### config.mk
export PLATFORM = sky130hd
export DESIGN_NAME = gbe64_tx_packet_ctrl
export DESIGN_NICKNAME = d
export VERILOG_FILES = /design/src/rtl/gbe64_tx_packet_ctrl.sv
export SDC_FILE = /design/constraint.sdc
export NUM_CORES = 1
export LEC_CHECK = 0
export BUFFER_PORTS_ARGS = -buffer_cell sky130_fd_sc_hd__buf_2
export CAP_MARGIN = 25
export CORE_ASPECT_RATIO = 0.8
export CORE_MARGIN = 8
export CORE_UTILIZATION = 60
export DETAILED_ROUTE_END_ITERATION = 8
export GPL_TIMING_DRIVEN = 0
export PLACE_DENSITY_LB_ADDON = 0.2
export SYNTH_ARGS = -nofsm -noshare
export SYNTH_HDL_FRONTEND = slang
export SYNTH_SLANG_ARGS = --single-unit
### constraint.sdc
create_clock -name user_clk -period 5.25 [get_ports user_clk]
set_clock_uncertainty 0.2 [all_clocks]
set_input_delay 1.05 -clock user_clk [delete_from_list [all_inputs] [get_ports user_clk]]
set_output_delay 1.05 -clock user_clk [all_outputs]
set_load 0.02 [all_outputs]
### src/rtl/gbe64_tx_packet_ctrl.sv
// gbe64_tx_packet_ctrl
// Frames the photon word stream for the 64-bit 10GbE TX core. Each frame is one
// header word {seq, ts}, then up to L payload words, with EOF on the last word.
// A partial packet is flushed with an all-ones pad word after TIMEOUT idle cycles.
// New accepts stop while the TX core reports almost-full.
// Overflow cycles from the TX core are counted with saturation.
module gbe64_tx_packet_ctrl #(
    parameter int DATA_W    = 64,
    parameter int MAX_WORDS = 100,
    parameter int TIMEOUT   = 1024,
    parameter int CNT_W     = 32
) (
    input  logic              user_clk,
    input  logic              user_rst,
    input  logic              enable,
    input  logic [7:0]        pkt_words,
    input  logic [DATA_W-1:0] in_data,
    input  logic              in_valid,
    output logic              in_ready,
    output logic [DATA_W-1:0] tx_data,
    output logic              tx_valid,
    output logic              tx_end_of_frame,
    input  logic              tx_afull,
    input  logic              tx_overflow,
    output logic [CNT_W-1:0]  tx_overrun_cnt,
    output logic [CNT_W-1:0]  pkt_cnt,
    output logic              busy
);

    localparam logic [7:0] MAX_LEN = 8'(MAX_WORDS);
    localparam int         TO_W    = (TIMEOUT > 2) ? $clog2(TIMEOUT) : 1;
    localparam logic [TO_W-1:0] TO_LAST = TO_W'(TIMEOUT - 1);

    typedef enum logic [1:0] {
        IDLE = 2'd0,
        HDR  = 2'd1,
        PAY  = 2'd2
    } state_t;

    state_t            state_reg, state_next;
    logic [CNT_W-1:0]  seq_reg, seq_next;
    logic [CNT_W-1:0]  pkt_cnt_reg, pkt_cnt_next;
    logic [CNT_W-1:0]  ts_reg;
    logic [CNT_W-1:0]  overrun_reg;
    logic [7:0]        len_reg, len_next;
    logic [7:0]        wcnt_reg, wcnt_next;
    logic [TO_W-1:0]   to_cnt_reg, to_cnt_next;
    logic [DATA_W-1:0] tx_data_reg, tx_data_next;
    logic              tx_valid_reg, tx_valid_next;
    logic              tx_eof_reg, tx_eof_next;

    logic [7:0]        eff_len;
    logic [DATA_W-1:0] header_word;
    logic              accept;
    logic              idle_slot;

    // Zero and oversize lengths both select the maximum payload length.
    assign eff_len     = ((pkt_words == 8'd0) || (pkt_words > MAX_LEN)) ? MAX_LEN : pkt_words;
    assign header_word = DATA_W'({32'(seq_reg), 32'(ts_reg)});

    assign in_ready  = (state_reg == PAY) && !tx_afull;
    assign accept    = in_ready && in_valid;
    assign idle_slot = in_ready && !in_valid;

    assign tx_data         = tx_data_reg;
    assign tx_valid        = tx_valid_reg;
    assign tx_end_of_frame = tx_eof_reg;
    assign tx_overrun_cnt  = overrun_reg;
    assign pkt_cnt         = pkt_cnt_reg;
    assign busy            = (state_reg != IDLE);

    // Free-running timestamp stamped into every header.
    always_ff @(posedge user_clk) begin
        if (user_rst) begin
            ts_reg <= '0;
        end else begin
            ts_reg <= ts_reg + 1'b1;
        end
    end

    // Overflow cycle counter, sticks at all-ones so software sees saturation.
    always_ff @(posedge user_clk) begin
        if (user_rst) begin
            overrun_reg <= '0;
        end else if (tx_overflow && (overrun_reg != {CNT_W{1'b1}})) begin
            overrun_reg <= overrun_reg + 1'b1;
        end
    end

    // Framing state and registered TX outputs.
    always_ff @(posedge user_clk) begin
        if (user_rst) begin
            state_reg    <= IDLE;
            seq_reg      <= '0;
            pkt_cnt_reg  <= '0;
            len_reg      <= 8'd0;
            wcnt_reg     <= 8'd0;
            to_cnt_reg   <= '0;
            tx_data_reg  <= '0;
            tx_valid_reg <= 1'b0;
            tx_eof_reg   <= 1'b0;
        end else begin
            state_reg    <= state_next;
            seq_reg      <= seq_next;
            pkt_cnt_reg  <= pkt_cnt_next;
            len_reg      <= len_next;
            wcnt_reg     <= wcnt_next;
            to_cnt_reg   <= to_cnt_next;
            tx_data_reg  <= tx_data_next;
            tx_valid_reg <= tx_valid_next;
            tx_eof_reg   <= tx_eof_next;
        end
    end

    // Next-state and next-output logic; an accepted word always beats the timeout.
    always_comb begin
        state_next    = state_reg;
        seq_next      = seq_reg;
        pkt_cnt_next  = pkt_cnt_reg;
        len_next      = len_reg;
        wcnt_next     = wcnt_reg;
        to_cnt_next   = to_cnt_reg;
        tx_data_next  = tx_data_reg;
        tx_valid_next = 1'b0;
        tx_eof_next   = 1'b0;

        case (state_reg)
            IDLE: begin
                if (enable && in_valid && !tx_afull) begin
                    state_next = HDR;
                end
            end

            HDR: begin
                // The header is committed here even if almost-full rises now.
                tx_data_next  = header_word;
                tx_valid_next = 1'b1;
                len_next      = eff_len;
                seq_next      = seq_reg + 1'b1;
                wcnt_next     = 8'd0;
                to_cnt_next   = '0;
                state_next    = PAY;
            end

            PAY: begin
                if (accept) begin
                    tx_data_next  = in_data;
                    tx_valid_next = 1'b1;
                    to_cnt_next   = '0;
                    if (wcnt_reg == (len_reg - 8'd1)) begin
                        tx_eof_next  = 1'b1;
                        pkt_cnt_next = pkt_cnt_reg + 1'b1;
                        state_next   = IDLE;
                    end else begin
                        wcnt_next = wcnt_reg + 8'd1;
                    end
                end else if (idle_slot) begin
                    if (to_cnt_reg == TO_LAST) begin
                        tx_data_next  = {DATA_W{1'b1}};
                        tx_valid_next = 1'b1;
                        tx_eof_next   = 1'b1;
                        pkt_cnt_next  = pkt_cnt_reg + 1'b1;
                        state_next    = IDLE;
                    end else begin
                        to_cnt_next = to_cnt_reg + 1'b1;
                    end
                end
                // While almost-full the timeout counter simply holds.
            end

            default: begin
                state_next = IDLE;
            end
        endcase
    end

endmodule

==> results of run 1 <==
==> cells in the mapped netlist (3+ instances only) <==
| cell type | instances | area share (%) |
|---|---|---|
| buf_6 | 4 | 0.43 |
| nor2b_1 | 38 | 2.3 |
| inv_1 | 23 | 0.82 |
| or2_2 | 3 | 0.18 |
| a21oi_1 | 97 | 4.6 |
| xor2_1 | 57 | 4.7 |
| o21ai_0 | 28 | 1.3 |
| nand3_1 | 53 | 2.5 |
| and4_1 | 11 | 0.91 |
| or4_1 | 13 | 0.93 |
| a21oi_2 | 27 | 2.2 |
| mux2i_1 | 4 | 0.38 |
| o221ai_1 | 64 | 5.3 |
| xnor2_1 | 27 | 2.2 |
| buf_1 | 7 | 0.25 |
| mux2_1 | 26 | 2.8 |
| nor2_1 | 140 | 5.0 |
| nor3_1 | 23 | 1.1 |
| nand4_1 | 37 | 2.2 |
| o2111ai_1 | 3 | 0.25 |
| a21boi_0 | 3 | 0.21 |
| dfxtp_1 | 222 | 42 |
| a211oi_1 | 6 | 0.43 |
| nand2_1 | 131 | 4.7 |
| o21a_1 | 6 | 0.43 |
| ha_1 | 11 | 1.3 |
| clkbuf_1 | 64 | 2.3 |
| o211ai_1 | 3 | 0.21 |
| or3_1 | 22 | 1.3 |
| nor4_1 | 9 | 0.53 |
| and2_1 | 9 | 0.53 |
| and3_1 | 22 | 1.3 |
| mux2_2 | 7 | 0.75 |
| o31ai_1 | 11 | 0.78 |
==> cell type report <==
class / count / share of cell area, %
diodes: 1 / 0.0198
plain buffers: 77 / 2.54
clock buffers: 35 / 5.54
clock inverters: 6 / 0.574
inverters: 24 / 0.712
multi-input cells: 918 / 44.9
flip-flops and latches: 222 / 35.1
well taps: 225 / 2.23
repair buffers: 211 / 8.35
==> worst max-delay path by stage <==
stage	slack, ns	depth (start not counted)	to
2_1_floorplan	2.22	8	pkt_cnt[18]
3_3_place_gp	1.83	5	ts_reg[16]
3_5_place_dp	1.84	9	pkt_cnt[23]
4_1_cts	2.02	10	pkt_cnt[23]
5_1_grt	1.86	10	pkt_cnt[26]
6_report	2.03	10	pkt_cnt[23]
==> cell usage in the layout, fill, tap and decap left out, types with 4 or more instances in the layout <==
cell type / synthesis / layout
o21a_1: 6 / 6
mux2_2: 7 / 7
nor2_1: 140 / 140
buf_1: 7 / 7
or3_1: 22 / 22
dfxtp_1: 222 / 222
mux2_1: 26 / 26
nor2b_1: 38 / 38
buf_2: 2 / 212
clkbuf_16: 0 / 23
and2_1: 9 / 9
a21oi_2: 27 / 27
a211oi_1: 6 / 6
xnor2_1: 27 / 27
and3_1: 22 / 22
or4_1: 13 / 13
a21oi_1: 97 / 97
inv_1: 23 / 23
buf_6: 4 / 4
and4_1: 11 / 11
o31ai_1: 11 / 11
o221ai_1: 64 / 64
mux2i_1: 4 / 4
nor4_1: 9 / 9
nor3_1: 23 / 23
o21ai_0: 28 / 28
clkbuf_8: 0 / 8
ha_1: 11 / 11
clkbuf_1: 64 / 68
nand2_1: 131 / 131
xor2_1: 57 / 57
nand3_1: 53 / 53
nand4_1: 37 / 37
==> where the power goes <==
group / internal, W / leakage, nW / total (W) / switching (W)
sequential: 0.00175 / 1.79 / 0.00180 / 0.0000539
combinational: 0.000229 / 2.68 / 0.000758 / 0.000528
clock: 0.000974 / 0.381 / 0.00166 / 0.000687
==> worst reg2reg max path: stages, from the launching register on <==
cell and delay (ns):
dfxtp_1 0.34, inv_1 0.10, ha_1 0.23, or3b_4 0.42, nor4_2 0.22, o2111ai_1 0.25
or4_1 0.55, buf_6 0.16, buf_6 0.15, a21oi_2 0.17, mux2_1 0.34
==> per-layer routing <==
layer	vias up	track usage [%]	share of wire, %
met1	4863	34.0	44
met3	68	5.02	7.9
li1	4917	-	-
met5	-	0	0.034
met2	415	40.7	45
met4	2	7.96	2.7
==> cell families (layout without fill, tap and decap cells) <==
| kind of cell | count (synthesis) | after routing |
|---|---|---|
| and+or+nand+nor | 526 | 526 |
| AOI/OAI and AO/OA | 260 | 260 |
| DFF | 222 | 222 |
| buffers and inverters | 101 | 353 |
| xor gates and xnor gates | 84 | 84 |
| muxes | 37 | 37 |
| adders and majority gates | 11 | 11 |
| other | 0 | 1 |
==> stage by stage <==
step	worst slack [ns]	utilization (%)	instances
2_1_floorplan	2.22	-	1241
3_3_place_gp	1.83	68.7	1675
3_5_place_dp	1.84	68.7	1675
4_1_cts	2.02	73.2	1716
5_1_grt	1.86	73.3	1719
6_report	2.03	73.3	1719
==> impl_metrics.env, run 1 <==
export IMPL_outcome="finished, final reports clean"
export IMPL_multi_input_area_mm2=0.00568
export IMPL_ys_ff_latch=222
export IMPL_dpl_hpwl_mm=21.0
export IMPL_cts_resized=0
export IMPL_clkLatencyLatePin_ns=0.52
export IMPL_crit_slowest_cell="or4_1"
export IMPL_placementRows=43
export IMPL_clk_path_buf_depth=3
export IMPL_drive_gt1_share_pct=20.2
export IMPL_largest_reg_flops=64
export IMPL_synthSimpleGateAreaFrac_pct=24.7
export IMPL_p_per_area_mw_per_mm2=333
export IMPL_ir_worst_vdd_mv=0.238
export IMPL_vias=10300
export IMPL_clk_pin_slew_ns=0.06
export IMPL_htree_num_levels=1
export IMPL_synthCells=1241
export IMPL_critPathKind="flip-flop to flip-flop"
export IMPL_grtUsageTotal_pct=25.5
export IMPL_synthArstFlopShare_pct=0
export IMPL_drt_initial_drc_count=766
export IMPL_netlist_area_mm2=0.0105
export IMPL_synth_adder_area_share_pct=1.31
export IMPL_finalPower_w=0.00422
export IMPL_cts_sinks=222
export IMPL_fp_dieW_um=164
export IMPL_whs_endpoint="tx_data[34]"
export IMPL_synth_top_family_by_area="simple AND/OR/NAND/NOR gates"
export IMPL_worst_pin_slew_ns=0.962
export IMPL_synth_fp_nets=1330
export IMPL_routed_via_density=5.97
export IMPL_cp_startpoint="len_reg[0]"
export IMPL_initial_core_util_pct=61.0
export IMPL_stdcell_area_mm2=0.0127
export IMPL_synth_compound_area_share_pct=17.0
export IMPL_regArea_mm2=0.00444
export IMPL_min_from="tx_data[34]"
export IMPL_fin_crit_sh_pct=61.3
export IMPL_hold_depth=2
export IMPL_overflow=0
export IMPL_portBuffers=209
export IMPL_die_area_mm2=0.0221
export IMPL_synth_area_mux_share_pct=3.91
export IMPL_cts_tree="built"
export IMPL_crit_path_max_incr_delay_ns=0.55
export IMPL_cp_required_ns=5.45
export IMPL_tns_ns=0
export IMPL_cp_top_family="simple AND/OR/NAND/NOR gates"
export IMPL_yosysSeqAreaShare_pct=42.2
export IMPL_r2r_start="len_reg[0]"
export IMPL_ant_nets=0
export IMPL_drcViolationCount=0
export IMPL_drv_cap=0
export IMPL_synth_cell_types=59
export IMPL_post_drt_wl_per_cell_um=17.2
export IMPL_firstDrtPassIters=5
export IMPL_cts_buffers=23
export IMPL_cp_max_fo=10
export IMPL_worst_setup_path_end_kind="flip-flop"
export IMPL_fmax_mhz=311
export IMPL_first_global_vias=9768
export IMPL_wl_mm=29.6
export IMPL_fp_dieH_um=135
export IMPL_slew_violations=0
export IMPL_crit_chain="inv_1, ha_1, or3b_4, nor4_2, o2111ai_1, or4_1, buf_6, buf_6, a21oi_2, mux2_1"
export IMPL_max_slew_margin_pct=35.3
export IMPL_path_buf_inv=3
export IMPL_r2r_end="pkt_cnt[23]"
export IMPL_fill_cells=1374
export IMPL_syn_to_final_growth_pct=20.1
export IMPL_grt_max_degree=14
export IMPL_holdWs_ns=0.248
export IMPL_synth_edff_count=0
export IMPL_yosys_warnings=0
export IMPL_min_period_ns=3.22
export IMPL_min_path_type="flip-flop to flip-flop"
export IMPL_grt_pass1_wl_mm=47.8
export IMPL_avgSynthCellArea_um2=8.49
export IMPL_final_hold_viol_count=0
export IMPL_crit_top_cell="buf_6"
export IMPL_rrSetupSlack_ns=2.03
export IMPL_r2r_cells=10
export IMPL_antenna_found_initial=2
export IMPL_place_gp_congestion=0.851
export IMPL_nNetsFinal=1566
export IMPL_cts_hold_buf=0
export IMPL_cellLeakagePower_nw=4.86
export IMPL_worstPathArrival_ns=3.42
export IMPL_ios=210
export IMPL_cts_root_buffer="clkbuf_16"
export IMPL_synth_xor_area_share_pct=6.98
export IMPL_crit_path_start_kind="flip-flop"
export IMPL_cts_setup_buffers=0
export IMPL_synthFlopType="dfxtp_1"
export IMPL_postPlaceCellArea_mm2=0.0119
export IMPL_finalSetupViolations=0
export IMPL_rsz0062_at_grt="false"
export IMPL_core_area_mm2=0.0173
Note: power is estimated with default switching activity, not from simulation.
==> run 2, diff against run 1 <==
ABC_AREA = 1   (was not set)
CORE_UTILIZATION = 57   (was 60)
clock period = 3.1 ns   (was 5.25 ns; I/O delays follow)
==> run 2 against run 1 <==
Net effect: worst setup slack got worse by 1.8 ns; synthesized cell count rose by 42%; power grew 130%; die area rose by 18%; critical endpoint is now tx_data[10]; sequential power is 100% higher; combinational power grew to 4.2 times the previous value; utilization shrank 4.5 points.
==> impl_metrics.env, run 2 <==
export IMPL_rsz0062_at_grt="false"
export IMPL_htree_num_levels=1
export IMPL_synth_most_common_cell="nand2_1"
export IMPL_fmax_mhz=348
export IMPL_ir_worst_vdd_mv=0.637
export IMPL_fp_dieH_um=146
export IMPL_postPlaceCellArea_mm2=0.0134
export IMPL_ant_nets=0
export IMPL_outcome="finished, final reports clean"
export IMPL_routed_via_density=5.52
export IMPL_clkLatencyLatePin_ns=0.52
export IMPL_finalPower_w=0.00980
export IMPL_cp_max_fo=10
export IMPL_dpl_hpwl_mm=28.4
export IMPL_synth_edff_count=0
export IMPL_cts_tree="built"
export IMPL_final_cell_mix="318 x nand2_1, 290 x nor2_1, 222 x dfxtp_1"
export IMPL_firstDrtPassIters=5
export IMPL_fp_dieW_um=178
export IMPL_cellLeakagePower_nw=5.81
export IMPL_vias=12600
export IMPL_synth_cell_types=50
export IMPL_die_area_mm2=0.0260
export IMPL_drv_cap=0
export IMPL_synthCells=1767
export IMPL_max_slew_margin_pct=45.0
export IMPL_place_gp_congestion=0.954
export IMPL_drcViolationCount=0
export IMPL_drive_gt1_share_pct=18.5
export IMPL_finalWorstSetupSlack_ns=0.229
export IMPL_fin_crit_sh_pct=92.6
export IMPL_min_path_type="primary input to flip-flop"
export IMPL_largest_reg_flops=64
export IMPL_rrSetupSlack_ns=0.23
export IMPL_fill_cells=1904
export IMPL_clk_path_buf_depth=3
export IMPL_nNetsFinal=2090
export IMPL_synth_fp_nets=1856
export IMPL_grt_max_degree=14
export IMPL_yosysTopAreaCellShare_pct=37.0
export IMPL_grtUsageTotal_pct=27.3
export IMPL_synthArstFlopShare_pct=0
export IMPL_worst_setup_path_end_kind="flip-flop"
export IMPL_ios=210
export IMPL_netlist_area_mm2=0.0120
export IMPL_core_area_mm2=0.0207
export IMPL_portBuffers=208
export IMPL_p_per_area_mw_per_mm2=689
export IMPL_finalSetupViolations=0
export IMPL_worst_pin_slew_ns=0.825
export IMPL_first_global_vias=11600
export IMPL_worstPathArrival_ns=3.08
export IMPL_initial_core_util_pct=58.1
export IMPL_final_hold_viol_count=0
export IMPL_final_common_cell="nand2_1"
export IMPL_synth_area_leader_cell="dfxtp_1"
export IMPL_crit_path_start_kind="flip-flop"
export IMPL_holdWs_ns=0.180
export IMPL_cts_hold_buf=0
export IMPL_critPathKind="flip-flop to flip-flop"
export IMPL_post_place_ws_ns=0.311
export IMPL_overflow=0
export IMPL_yosysSeqAreaShare_pct=37.0
export IMPL_yosys_warnings=0
export IMPL_cts_sinks=222
export IMPL_cp_required_ns=3.31
export IMPL_min_period_ns=2.87
export IMPL_ys_top_cells_by_count="318 x nand2_1, 290 x nor2_1, 222 x dfxtp_1"
export IMPL_cts_root_buffer="clkbuf_16"
export IMPL_antenna_found_initial=2
export IMPL_cts_buffers=24
export IMPL_slew_violations=0
export IMPL_ys_ff_latch=222
export IMPL_stdcell_area_mm2=0.0142
export IMPL_drt_initial_drc_count=1147
export IMPL_placementRows=47
export IMPL_clk_pin_slew_ns=0.06
export IMPL_cts_resized=0
export IMPL_wl_mm=37.2
export IMPL_synthFlopType="dfxtp_1"
export IMPL_syn_to_final_growth_pct=18.3
export IMPL_synth_area_leaders="dfxtp_1 37%, nand2_1 9.9%, nor2_1 9.1%, a21oi_1 6.7%, inv_1 5.2%"
export IMPL_grt_pass1_wl_mm=59.0
export IMPL_tns_ns=0
export IMPL_avgSynthCellArea_um2=6.80
export IMPL_cts_setup_buffers=0
export IMPL_post_drt_wl_per_cell_um=16.2
==> run 2: cell count changes after synthesis, sizes merged, moves of 21 or more <==
cell	before	now
nor2b	38	0
inv	23	179
or3	22	0
nor3	24	69
nand2	131	345
mux2	33	0
xor2	57	36
a21oi	124	181
nor2	140	307
clkbuf	64	38
o221ai	64	0
nand3	53	123
o21ai	30	106
and3	22	1
==> run 2: area by class of cell <==
cell class	instances	area, um2	area share, %
Multi-Input combinational cell	1295	6480	45.6
Sequential cell	222	4440	31.2
Timing Repair Buffer	208	1040	7.32
Clock buffer	40	742	5.22
Inverter	179	674	4.74
Buffer	71	419	2.95
Tap cell	269	337	2.37
Clock inverter	4	77.6	0.545
Antenna cell	2	5.00	0.0352
==> run 2: path summary, 6_finish.rpt <==
kind / startpoint / end / cells past startpoint
setup / recovery: state_reg[0] / tx_data[10] / 9
setup reg to reg: state_reg[0] / tx_data[10] / 9
hold reg to reg: len_reg[7] / len_reg[7] / 2
hold / removal: pkt_words[5] / len_reg[5] / 3
==> run 2: critical path, cell delays in order, from the launching register on <==
cell      delay (ns)
dfxtp_1         0.37
inv_1           0.10
ha_1            0.20
buf_4           0.19
inv_4           0.14
clkbuf_1        0.51
clkbuf_1        0.53
a21oi_1         0.26
o21ai_1         0.21
nor2_1          0.05
==> run 2: metrics by stage <==
stage	util, %	cells
5_1_grt	68.7	2290
4_1_cts	68.7	2288
3_5_place_dp	64.7	2244
6_report	68.7	2290
3_3_place_gp	64.7	2244
2_1_floorplan	-	1767
==> run 2: cell families (layout without fill, tap and decap cells) <==
family	Yosys count	count (layout)	synth area share, %
and+or+nand+nor	906	906	33.8
AOI/OAI and AO/OA	318	318	14.6
buffers and inverters	250	502	9.10
DFF	222	222	37.0
xor gates and xnor gates	60	60	4.37
adders and majority gates	11	11	1.14
other	0	2	0
==> run 2: power breakdown <==
group / internal, W / switching (W)
Sequential: 0.00334 / 0.000262
Clock: 0.00180 / 0.00118
Combinational: 0.00109 / 0.00213
Total: 0.00622 / 0.00357
==> run 2: routing by layer <==
layer  share of wire [%]  track usage (%)  vias to the layer above
li1                    -                -                     6249
met1                  46             39.6                     5802
met2                  43             41.0                      524
met3                 9.6             4.64                       62
met4                 2.0             6.85                        0
met5                   0                0                        -
==> run 3, diff against run 2 <==
ABC_AREA = not set   (was 1)
CORE_UTILIZATION = 55   (was 57)
==> run 3 against run 2 <==
Net effect: final area is 11% lower; sequential power is 15% lower; routed wire length is 21% lower; largest power group unchanged; sequential share of layout area is 3.8 points higher; die area is 8.3% lower; critical path depth is 1 higher; hold slack worse by 0.034 ns; power is 28% lower.
==> impl_metrics.env, run 3 (same netlist as run 1, synthesis figures left out) <==
export IMPL_clk_path_buf_depth=3
export IMPL_tns_ns=0
export IMPL_place_gp_congestion=0.845
export IMPL_worstPathArrival_ns=3.19
export IMPL_cts_root_buffer="clkbuf_16"
export IMPL_cts_sinks=222
export IMPL_final_hold_viol_count=0
export IMPL_critPathKind="flip-flop to flip-flop"
export IMPL_final_common_cell="dfxtp_1"
export IMPL_post_drt_wl_per_cell_um=16.8
export IMPL_cp_max_fo=10
export IMPL_holdWs_ns=0.146
export IMPL_max_slew_margin_pct=47.2
export IMPL_grtUsageTotal_pct=23.5
export IMPL_worst_setup_path_end_kind="flip-flop"
export IMPL_drcViolationCount=0
export IMPL_p_per_area_mw_per_mm2=552
export IMPL_outcome="finished, final reports clean"
export IMPL_finalPower_w=0.00701
export IMPL_routed_via_density=5.78
export IMPL_cts_buffers=23
export IMPL_ir_worst_vdd_mv=0.397
export IMPL_fmax_mhz=334
export IMPL_portBuffers=209
export IMPL_final_cell_mix="221 x dfxtp_1, 211 x buf_2, 140 x nor2_1"
export IMPL_r2r_cells=10
export IMPL_htree_num_levels=1
export IMPL_hold_depth=3
export IMPL_cts_hold_buf=0
export IMPL_clkLatencyLatePin_ns=0.53
export IMPL_ios=210
export IMPL_grt_pass1_wl_mm=47.6
export IMPL_worst_pin_slew_ns=0.791
export IMPL_syn_to_final_growth_pct=20.5
export IMPL_overflow=0
export IMPL_finalNonFillerCells=1750
export IMPL_initial_core_util_pct=55.9
export IMPL_firstDrtPassIters=6
export IMPL_fin_crit_sh_pct=96.6
export IMPL_finalSetupViolations=0
export IMPL_largest_reg_flops=64
export IMPL_drv_cap=0
export IMPL_die_area_mm2=0.0239
export IMPL_drive_gt1_share_pct=20.8
export IMPL_fill_cells=1590
export IMPL_core_area_mm2=0.0189
export IMPL_clk_pin_slew_ns=0.06
export IMPL_cts_tree="built"
export IMPL_ant_nets=0
export IMPL_placed_cells=1708
export IMPL_min_period_ns=3.00
export IMPL_cellLeakagePower_nw=4.84
export IMPL_min_path_type="primary input to flip-flop"
export IMPL_fp_dieH_um=140
export IMPL_first_global_vias=9471
export IMPL_drt_initial_drc_count=779
export IMPL_dpl_hpwl_mm=21.1
export IMPL_wl_mm=29.4
export IMPL_num_antenna_cells=0
export IMPL_antenna_found_initial=3
export IMPL_crit_path_start_kind="flip-flop"
export IMPL_slew_violations=0
export IMPL_placementRows=45
export IMPL_grt_max_degree=14
export IMPL_cp_required_ns=3.30
export IMPL_nNetsFinal=1565
export IMPL_vias=10100
export IMPL_fp_dieW_um=171
-- run 3: cell count changes in the layout (fill, tap and decap cells not counted), moves of 63 or more --
cell	before	now
a21oi_1	161	97
inv_1	166	21
nor2_1	290	140
nand3_1	116	53
nand2_1	318	131
o221ai_1	0	64
-- run 3: layout make-up --
cell class              count  area [um2]  area share (%)
plain buffers              76         319            2.51
clock buffers              32         629            4.96
clock inverters             9        87.6           0.690
inverters                  24        90.1           0.709
multi-input cells         918        5750            45.3
flip-flops and latches    222        4450            35.0
well taps                 258         323            2.54
repair buffers            211        1060            8.34
-- run 3: stage by stage --
| stage | area, um2 | util [%] | worst slack, ns |
|---|---|---|---|
| 6_report | 12700 | 67.3 | 0.105 |
| 3_3_place_gp | 11900 | 63.1 | -0.0540 |
| 3_5_place_dp | 11900 | 63.1 | -0.0890 |
| 2_1_floorplan | 10500 | - | 0.144 |
| 4_1_cts | 12700 | 67.1 | 0.0237 |
| 5_1_grt | 12700 | 67.3 | -0.00471 |
-- run 3: routing by layer --
layer	track usage (%)	routed length, um	up-vias	share of wire (%)
met5	0	38	-	0.13
met4	5.81	548	6	1.9
met3	5.23	2400	46	8.2
met2	36.1	12700	380	43
met1	32.9	13700	4766	47
li1	-	-	4910	-
-- run 3: report_power, final --
group	internal, W	switching [W]	leakage [nW]
Sequential	0.00296	0.0000919	1.79
Clock	0.00151	0.00116	0.354
Combinational	0.000393	0.000893	2.69
Total	0.00486	0.00215	4.84
-- run 3: repair_timing --
item                       4_1_cts  5_1_grt
gates cloned                     0        0
buffers inserted                 1        0
setup endpoints to repair       28       98
pin swaps                        2        1
gates resized for setup          4       12
-- run 3: path summary, 6_finish.rpt --
check | from | to | slack (ns)
setup reg to reg | len_reg[1] | pkt_cnt[8] | 0.10
hold / removal | pkt_words[4] | len_reg[4] | 0.15
setup / recovery | len_reg[1] | pkt_cnt[8] | 0.10
hold reg to reg | tx_data[30] | tx_data[30] | 0.25
-- run 3: worst max-delay path, cell delays in order, from the launching register on --
cell	delay (ns)
dfxtp_1	0.33
inv_2	0.09
ha_4	0.15
or3b_4	0.40
nor4_4	0.22
o2111ai_2	0.16
or4_4	0.51
buf_6	0.15
buf_6	0.16
a21oi_4	0.16
mux2_1	0.34
